<file path="config.mk">
export PLATFORM = sky130hd
export DESIGN_NAME = max_search_ctrl
export DESIGN_NICKNAME = d
export VERILOG_FILES = /design/src/rtl/max_search_pkg.sv /design/src/rtl/max_search_gt_cmp.sv /design/src/rtl/max_search_ctrl.sv
export SDC_FILE = /design/constraint.sdc
export NUM_CORES = 1
export LEC_CHECK = 0
export BUFFER_PORTS_ARGS = -buffer_cell sky130_fd_sc_hd__clkbuf_2
export CAP_MARGIN = 5
export CELL_PAD_IN_SITES_DETAIL_PLACEMENT = 1
export CELL_PAD_IN_SITES_GLOBAL_PLACEMENT = 2
export CORE_UTILIZATION = 28
export DETAILED_ROUTE_END_ITERATION = 8
export PLACE_DENSITY = 0.73
export SLEW_MARGIN = 25
export SYNTH_ARGS = -nofsm -noshare
export SYNTH_HDL_FRONTEND = slang
export SYNTH_SLANG_ARGS = --single-unit
</file>
<file path="constraint.sdc">
create_clock -name clk -period 1.4 [get_ports clk]
set_input_delay 0.14 -clock clk [delete_from_list [all_inputs] [get_ports clk]]
set_output_delay 0.14 -clock clk [all_outputs]
set_load 0.005 [all_outputs]
</file>
<file path="src/rtl/max_search_pkg.sv">
// rtl/max_search_pkg.sv - shared types and defaults for the max search controller
package max_search_pkg;

  typedef enum logic [1:0] {IDLE, COLLECT, DONE} state_t;

  localparam int DEFAULT_WIDTH = 2;
  localparam int DEFAULT_COUNT = 4;

endpackage

</file>
<file path="src/rtl/max_search_gt_cmp.sv">
// rtl/max_search_gt_cmp.sv - combinational unsigned greater-than comparator (module gt_cmp)
module gt_cmp #(
  parameter int WIDTH = 2
) (
  input  logic [WIDTH-1:0] a,
  input  logic [WIDTH-1:0] b,
  output logic             res
);

  assign res = (a > b);

endmodule

</file>
<file path="src/rtl/max_search_ctrl.sv">
// rtl/max_search_ctrl.sv - time-shared comparator finding the max of a COUNT-operand burst
// Optional MAX_SEARCH_MIN_EN adds a second comparator tracking the burst minimum.
module max_search_ctrl
  import max_search_pkg::*;
#(
  parameter int  WIDTH = DEFAULT_WIDTH,
  parameter int  COUNT = DEFAULT_COUNT,
  localparam int IDXW  = $clog2(COUNT)
) (
  input  logic             clk,
  input  logic             rst_n,
  input  logic             start,
  output logic             busy,
  input  logic             in_valid,
  output logic             in_ready,
  input  logic [WIDTH-1:0] in_data,
  output logic             out_valid,
  input  logic             out_ready,
  output logic [WIDTH-1:0] out_max,
  output logic [IDXW-1:0]  out_idx
`ifdef MAX_SEARCH_MIN_EN
  ,
  output logic [WIDTH-1:0] out_min,
  output logic [IDXW-1:0]  out_min_idx
`endif
);

  state_t           state, state_nxt;
  logic [IDXW:0]    count;
  logic [WIDTH-1:0] max_q;
  logic [IDXW-1:0]  idx_q;
  logic             accept;
  logic             last;
  logic             max_gt;

  assign accept = (state == COLLECT) && in_valid;
  assign last   = (count == (IDXW+1)'(COUNT - 1));

  gt_cmp #(.WIDTH(WIDTH)) u_max_cmp (
    .a   (in_data),
    .b   (max_q),
    .res (max_gt)
  );

  always_ff @(posedge clk or negedge rst_n) begin
    if (!rst_n) state <= IDLE;
    else        state <= state_nxt;
  end

  always_comb begin
    state_nxt = state;
    case (state)
      IDLE:    if (start)                  state_nxt = COLLECT;
      COLLECT: if (accept && last)         state_nxt = DONE;
      DONE:    if (out_ready)              state_nxt = IDLE;
      default:                             state_nxt = IDLE;
    endcase
  end

  always_comb begin
    busy      = (state != IDLE);
    in_ready  = (state == COLLECT);
    out_valid = (state == DONE);
  end

  assign out_max = max_q;
  assign out_idx = idx_q;

  // The first operand seeds the tracker; later ones replace it only when strictly greater.
  always_ff @(posedge clk or negedge rst_n) begin
    if (!rst_n) begin
      count <= '0;
      max_q <= '0;
      idx_q <= '0;
    end else if (state == IDLE && start) begin
      count <= '0;
    end else if (accept) begin
      count <= count + 1'b1;
      if (count == '0 || max_gt) begin
        max_q <= in_data;
        idx_q <= count[IDXW-1:0];
      end
    end
  end

`ifdef MAX_SEARCH_MIN_EN
  logic [WIDTH-1:0] min_q;
  logic [IDXW-1:0]  min_idx_q;
  logic             min_gt;

  gt_cmp #(.WIDTH(WIDTH)) u_min_cmp (
    .a   (min_q),
    .b   (in_data),
    .res (min_gt)
  );

  always_ff @(posedge clk or negedge rst_n) begin
    if (!rst_n) begin
      min_q     <= '0;
      min_idx_q <= '0;
    end else if (accept && (count == '0 || min_gt)) begin
      min_q     <= in_data;
      min_idx_q <= count[IDXW-1:0];
    end
  end

  assign out_min     = min_q;
  assign out_min_idx = min_idx_q;
`endif

endmodule

</file>
Yosys cells after proc, flatten, opt, wreduce, memory -nomap -nowiden:

Cells that the tools add are included.

* word-level logic and storage cells: 29
* output and inout bits: 7
* input bits: 7
* register bits: 9

* muxes and demuxes: 6
* reduce and logical (&&, ||, !) cells: 10
* bitwise gates (word level): 1
* equal/unequal tests: 6
* magnitude comparators: 1
* add/sub/neg operators: 1

Operators by type and width (count)
* two-way mux 2 bit: 3
* two-way mux 3 bit: 2
* case mux 2 bit (3 select lines): 1
* AND reduction 3 bit: 2
* != test 2 x 1 -> 1 bit (second input constant): 2
* nonzero test 2 bit: 2
* adder 3 x 1 -> 3 bit (second input constant): 1
* == test 3 x 2 -> 1 bit (second input constant): 1
* logical AND 1 bit: 3
* logical NOT 3 bit: 1
* == test 2 x 1 -> 1 bit (second input constant): 1
* == test 2 bit (second input constant): 1
* greater-than comparator 2 bit: 1
* logical NOT 2 bit: 1
* != test 2 bit (second input constant): 1
* logical OR 1 bit: 1
* NOT 1 bit: 1

Depth between registers and ports, before layout:

Gate-level depths: netlist of the first run.

* depth in word-level cells: 5
* gate-level depth with buffers: 6
* gate-level depth less buffers: 6

Modules after synthesis:

A second synthesis of the first run with hierarchy kept.

* cells, all modules: 43
* area total of the unflattened synthesis: 538.0 um^2

By module, submodules not included
* max_search_ctrl: cells an instance 37, instances 1, sequential area each 225.2 um^2, area each 490.5 um^2
* gt_cmp: cells an instance 6, instances 1, sequential area each 0.0 um^2, area each 47.5 um^2

Worst setup path after synthesis of the first run:

OpenSTA, ideal clock, no wires.

* kind: reg2reg
* start point: register count[0]
* end point: register idx_q[0] (netlist: out_idx[0])
* arrival: 1429 ps
* buffers on the path: 0
* cell stages (with the launch flop): 7
* slack: -154 ps
* setup time: 125 ps
* data required time: 1275 ps
* period minus slack after synthesis: 1554 ps
* cell sequence: dfrtp_1 inv_1 ha_1 nor2b_2 nor3_2 nor2_8 mux2_4

* word-level cells in the longest chain between the ends: 3

Ends and longest elaborated chain
* start: declaration: line max_search_ctrl.sv:29 `logic [IDXW:0] count;`
* start signal: assignment: line max_search_ctrl.sv:78 `count <= count + 1'b1;`
* logical NOT 3 bit: line max_search_ctrl.sv:79 `if (count == '0 || max_gt) begin`
* logical OR 1 bit: line max_search_ctrl.sv:79
* AND reduction 3 bit (no source line)
* end signal: assignment: line max_search_ctrl.sv:81 `idx_q <= count[IDXW-1:0];`
* end: declaration: line max_search_ctrl.sv:31 `logic [IDXW-1:0] idx_q;`

Several ways; a longest one is shown, not always the timed one.
A chain may end at the register's enable or synchronous reset.

Final worst setup path of the first run:

* start point: register max_q[1] (netlist: out_max[1])
* end point: register idx_q[0] (netlist: out_idx[0])

* word-level cells in the longest chain between the ends: 3

Ends and longest elaborated chain
* start: declaration: line max_search_ctrl.sv:30 `logic [WIDTH-1:0] max_q;`
* start signal: assignment: line max_search_ctrl.sv:80 `max_q <= in_data;`
* greater-than comparator 2 bit: line max_search_gt_cmp.sv:10 `assign res = (a > b);`
* logical OR 1 bit: line max_search_ctrl.sv:79
* AND reduction 3 bit (no source line)

Every way passes these cells.

==> results.cfg, run 1 <==
[outcome]
outcome = finished, violations left
violations = negative setup slack

[sta]
fin_crit_ps = 1451
hold_viol = 0
fin_crit_sh_pct = 103.7
worstMarginPinSlew_ps = 268.5
finalClockSkew_ps = 4.285
setup_viol_count_final = 4
relSlewSlack_pct = 82.03
holdWs_ps = 79.08
setup_ws_ps = -51.36
rsz0062_at_grt = yes
drv_slew = 0
fmax_mhz = 689.0
finalSetupTns_ps = -202.7

[cts]
root_buffer = clkbuf_4
cts_tree = built
path_clk_slew_ps = 60
cts_sinks = 9
clkLatencyLatePin_ps = 270
cts_inserted_buffers = 3
htree_levels = 1
clock_path_buffers = 2

[critical_path]
end_kind = flip-flop
cp-start-kind = flip-flop
r2r_start = out_max[1]$_DFFE_PN0P_
worstReg2RegEnd = out_idx[0]$_DFFE_PN0P_
cp_max_fo = 4
reg2reg_depth = 6
cp.required_ps = 1550
regToRegSetupSlack_ps = -50
path_class = reg2reg
cp_data_arrival_time_ps = 1600

[power]
leakage_nw = 0.3981
ir_worst_vdd_v = 0.0008668
p_per_area_nw_per_um2 = 2232
p_total_mw = 1.742

[hold_path]
hold_class = in2reg
worstHoldStart = in_valid
holdPathEnd = state[0]$_DFFE_PN0P_
hold_depth = 2

[floorplanning]
die_w_um = 46.14
die-area_sq_um = 2129
fp.dieH_um = 46.14
initial_core_util_pct = 30.60
core_sq_um = 1783
rows = 15
ioPinCount = 14

[run]
drv_cap = 0

[grt]
antenna_found_initial = 0
grt_pass1_vias = 436
grt_first_pass_wirelength_mm = 1.787
grt_max_degree = 10
overflow = 0
grt_usage_pct = 12.65

[synth]
synthDistinctLibCells = 20
syn_area_per_cell_sq_um = 11.61
ys_seq_area_share_pct = 41.28
syn_nets = 59
ys_seq_elements = 9
yosysWarnings = 0
synth_cells = 47
netlist_area_sq_um = 545.5

[layout]
layout-drive-gt1-share_pct = 60.27
diodes = 0
areaGrowthSynthToFinish_pct = 43.12
final_nets = 86
finalNonFillerCells = 98
fill_cells = 204
design_area_sq_um = 780.7

[place]
dp_cells = 92
dp.final_hpwl_um = 885.7
port_buffers = 13
place_area_sq_um = 711.9
place.gp.congestion = 0.7569

[detailed_routing]
vias_per_cell = 4.173
antenna_left = 0
drt-total-wl_mm = 1.117
routedWlPerCell_um = 11.40
drc_errors = 0
drt_pass1_iterations = 1
drtIter0Drc = 0
vias = 409
==> per-layer routing <==
| metal | GRT usage, % | vias up | wire length (um) |
|---|---|---|---|
| li1 | - | 205 | - |
| met1 | 14.35 | 194 | 506 |
| met2 | 20.28 | 7 | 553 |
| met3 | 5.882 | 3 | 41 |
| met4 | 5.294 | 0 | 16 |
| met5 | 0 | - | 0 |
==> flip-flops by register name (all words and copies together), names as in the netlist <==
signal / flops
count: 3
state: 2
out_max: 2
out_idx: 2
==> critical path, cell delays in order, from the launching register on <==
cell and delay, ps:
dfrtp_1 390, inv_2 70, ha_4 190, nor2b_4 130
nor3_4 200, nor2_8 60, mux2_4 290
==> cell usage after synthesis, drive strengths merged <==
library cell	count	area share, %
a211oi	1	1.4
a21oi	1	0.92
a22o	1	1.8
a311oi	1	1.6
and2b	2	3.2
and3b	1	1.6
buf	1	2.1
dfrtp	9	41
ha	5	11
inv	7	4.8
mux2	4	11
nand2	1	0.69
nor2	7	7.8
nor2b	2	2.8
nor3	1	1.8
o21ai	1	3.0
or2	1	1.1
xnor2	1	1.6
==> through the flow <==
step / util (%) / setup WS, ps
after floorplan: - / -73.34
after global placement: 39.93 / -59.87
after detailed placement: 39.93 / -88.85
after CTS: 43.37 / -57.47
after global routing: 43.79 / -112.0
final: 43.79 / -51.36
==> kinds of logic after synthesis <==
group / synth area share [%]
simple gates: 19.04
fa+ha+maj: 11.47
buf+inv: 6.881
compound gates: 8.716
mux: 11.01
xor+xnor: 1.606
flops: 41.29
==> worst max path at each step <==
stage	from	to	slack, ps
final	out_max[1]$_DFFE_PN0P_	out_idx[0]$_DFFE_PN0P_	-50
after global routing	count[1]$_DFFE_PN0P_	out_idx[1]$_DFFE_PN0P_	-110
after CTS	out_max[1]$_DFFE_PN0P_	out_max[1]$_DFFE_PN0P_	-60
after detailed placement	out_max[1]$_DFFE_PN0P_	out_idx[1]$_DFFE_PN0P_	-90
after global placement	out_max[1]$_DFFE_PN0P_	out_idx[0]$_DFFE_PN0P_	-60
after floorplan	out_max[1]$_DFFE_PN0P_	out_idx[0]$_DFFE_PN0P_	-70
==> placed cells by master (no fill, tap or decap), types with 2 or more instances in the layout <==
master | netlist | routed
and2b_2 | 2 | 2
buf_4 | 0 | 9
clkbuf_2 | 0 | 13
clkbuf_4 | 0 | 3
dfrtp_1 | 9 | 9
ha_1 | 5 | 3
ha_4 | 0 | 2
inv_1 | 7 | 4
inv_2 | 0 | 3
mux2_4 | 4 | 4
nor2_1 | 6 | 6
nor2b_4 | 0 | 2
==> what timing repair did <==
action | 4_1_cts | 5_1_grt
setup endpoints to repair | 4 | 4
pin swaps | 2 | 0
hold buffers | 1 | 0
buffers inserted | 0 | 1
hold endpoints to repair | 9 | 0
gates resized for setup | 6 | 0
==> layout make-up <==
type,instances,area (sq um),area share [%]
inverters,7,26.28,3.365
clock buffers,4,26.28,3.365
repair buffers,23,142.6,18.27
well taps,25,31.28,4.006
flip-flops and latches,9,225.2,28.85
multi-input cells,30,329.1,42.15
==> power by group <==
group | leakage, nW | switching [mW] | internal, mW
clock | 0.0150 | 0.0941 | 0.110
sequential | 0.107 | 0.0820 | 0.384
combinational | 0.276 | 0.456 | 0.616
Power figures use the tool's default switching activity.
==> run 2: changes to the inputs <==
CORE_UTILIZATION = 30   (was 28)
CTS_BUF_LIST = sky130_fd_sc_hd__clkbuf_8   (was unset)
PLACE_DENSITY = 0.78   (was 0.73)
==> results.cfg, run 2 (synthesis gave the netlist of run 1 again) <==
[layout]
areaGrowthSynthToFinish_pct = 45.18
largest_reg_flops = 3
diodes = 0
design_area_sq_um = 792.0
finalCoreUtilization_pct = 46.37
final_common_cell = clkbuf_2
layout-drive-gt1-share_pct = 58.90
final_nets = 86
largest-register = count
final_cell_mix = 13 x clkbuf_2, 9 x dfrtp_1, 9 x buf_4

[sta]
drv_slew = 0
worstMarginPinSlew_ps = 253.0
fin_crit_sh_pct = 106.0
setup_ws_ps = -84.55
finalClockSkew_ps = 2.179
fmax_mhz = 673.6
hold_viol = 0
relSlewSlack_pct = 83.07
holdWs_ps = 119.3
fin_crit_ps = 1485
rsz0062_at_grt = yes
setup_viol_count_final = 4

[power]
ir_worst_vdd_v = 0.001029
leakage_nw = 0.4110
p_per_area_nw_per_um2 = 2302
p_total_mw = 1.824

[floorplanning]
fp.dieH_um = 44.64
rows = 15
die_w_um = 44.64
ioPinCount = 14
core_sq_um = 1708
initial_core_util_pct = 31.94
die-area_sq_um = 1993

[grt]
grt_pass1_vias = 446
grt_usage_pct = 15.11
grt_max_degree = 10
overflow = 0
antenna_found_initial = 0
grt_first_pass_wirelength_mm = 1.959

[cts]
cts_sinks = 9
clock_path_buffers = 2
cts_tree = built
cts_inserted_buffers = 3
path_clk_slew_ps = 40
root_buffer = clkbuf_8
clkLatencyLatePin_ps = 240
htree_levels = 1

[place]
pre_cts_slack_ps = -117.9
place_area_sq_um = 711.9
port_buffers = 13
place.gp.congestion = 0.6749
dp.final_hpwl_um = 953.4

[critical_path]
path_class = reg2reg
cpLargestDelayFamily = simple AND/OR/NAND/NOR gates
cp-start-kind = flip-flop
slowest_stage = dfrtp_1
max_stage_delay_ps = 380
cp.required_ps = 1520
cp_cell_sequence = inv_2 -> ha_4 -> nor2b_4 -> nor3_4 -> nor2_8 -> mux2_4
end_kind = flip-flop
cp_max_fo = 4
cp_data_arrival_time_ps = 1600
worst-path-buf-inv = 1

[detailed_routing]
drt_pass1_iterations = 2
drt-total-wl_mm = 1.192
antenna_left = 0
drc_errors = 0
routedWlPerCell_um = 12.16
drtIter0Drc = 3
vias = 409
vias_per_cell = 4.173

[outcome]
outcome = finished, violations left
violations = negative setup slack

[hold_path]
hold_class = in2reg

[run]
drv_cap = 0
==> run 2: per-layer routing <==
| layer | wire (um) | part of all wire [%] | track usage (%) |
|---|---|---|---|
| met5 | 0 | 0 | 0 |
| met4 | 21 | 1.8 | 9.091 |
| met3 | 54 | 4.5 | 6.122 |
| met2 | 637 | 53 | 24.71 |
| met1 | 478 | 40 | 16.25 |
==> run 2: path summary, 6_finish.rpt <==
check | startpoint | endpoint | slack (ps) | cells past startpoint
worst max-delay path | out_max[1]$_DFFE_PN0P_ | out_max[0]$_DFFE_PN0P_ | -80 | 6
worst max register to register | out_max[1]$_DFFE_PN0P_ | out_max[0]$_DFFE_PN0P_ | -80 | 6
worst min register to register | out_idx[1]$_DFFE_PN0P_ | out_idx[1]$_DFFE_PN0P_ | 530 | 1
worst min-delay path | in_valid | state[0]$_DFFE_PN0P_ | 120 | 2
max in group asynchronous | rst_n | state[1]$_DFFE_PN0P_ | 920 | 2
min in group asynchronous | rst_n | count[2]$_DFFE_PN0P_ | 290 | 2
==> run 2: where the power goes <==
| group | internal (mW) | switching, mW | total (mW) |
|---|---|---|---|
| Clock | 0.191 | 0.105 | 0.296 |
| Sequential | 0.386 | 0.0867 | 0.472 |
| Combinational | 0.602 | 0.454 | 1.06 |
| Total | 1.18 | 0.645 | 1.82 |
==> run 2: metrics by stage <==
step | cells | setup TNS (ps)
floorplan | 47 | -293.4
finish | 98 | -326.0
global route | 98 | -500.3
detailed placement | 92 | -459.6
CTS | 97 | -300.0
global placement | 92 | -207.8
==> run 2: area by class of cell <==
cell class	count	area, sq um
clock buffers	3	41.29
flip-flops and latches	9	225.2
repair buffers	23	142.6
well taps	25	31.28
fillers	196	915.9
inverters	7	26.28
multi-input cells	30	321.6
clock inverters	1	3.754
==> run 2: repair_timing <==
item / in CTS / in global routing
buffers inserted: 0 / 1
endpoints found under the setup margin: 4 / 4
pin swaps: 2 / 3
gates resized for setup: 3 / 1
hold buffers: 1 / 0
hold endpoints to repair: 9 / 0
==> run 2: worst reg2reg max path: stages, from the launching register on <==
cell and delay [ps]:
dfrtp_1 380, inv_2 70, ha_4 190, nor2b_4 130, nor3_4 200, nor2_8 80
mux2_4 300
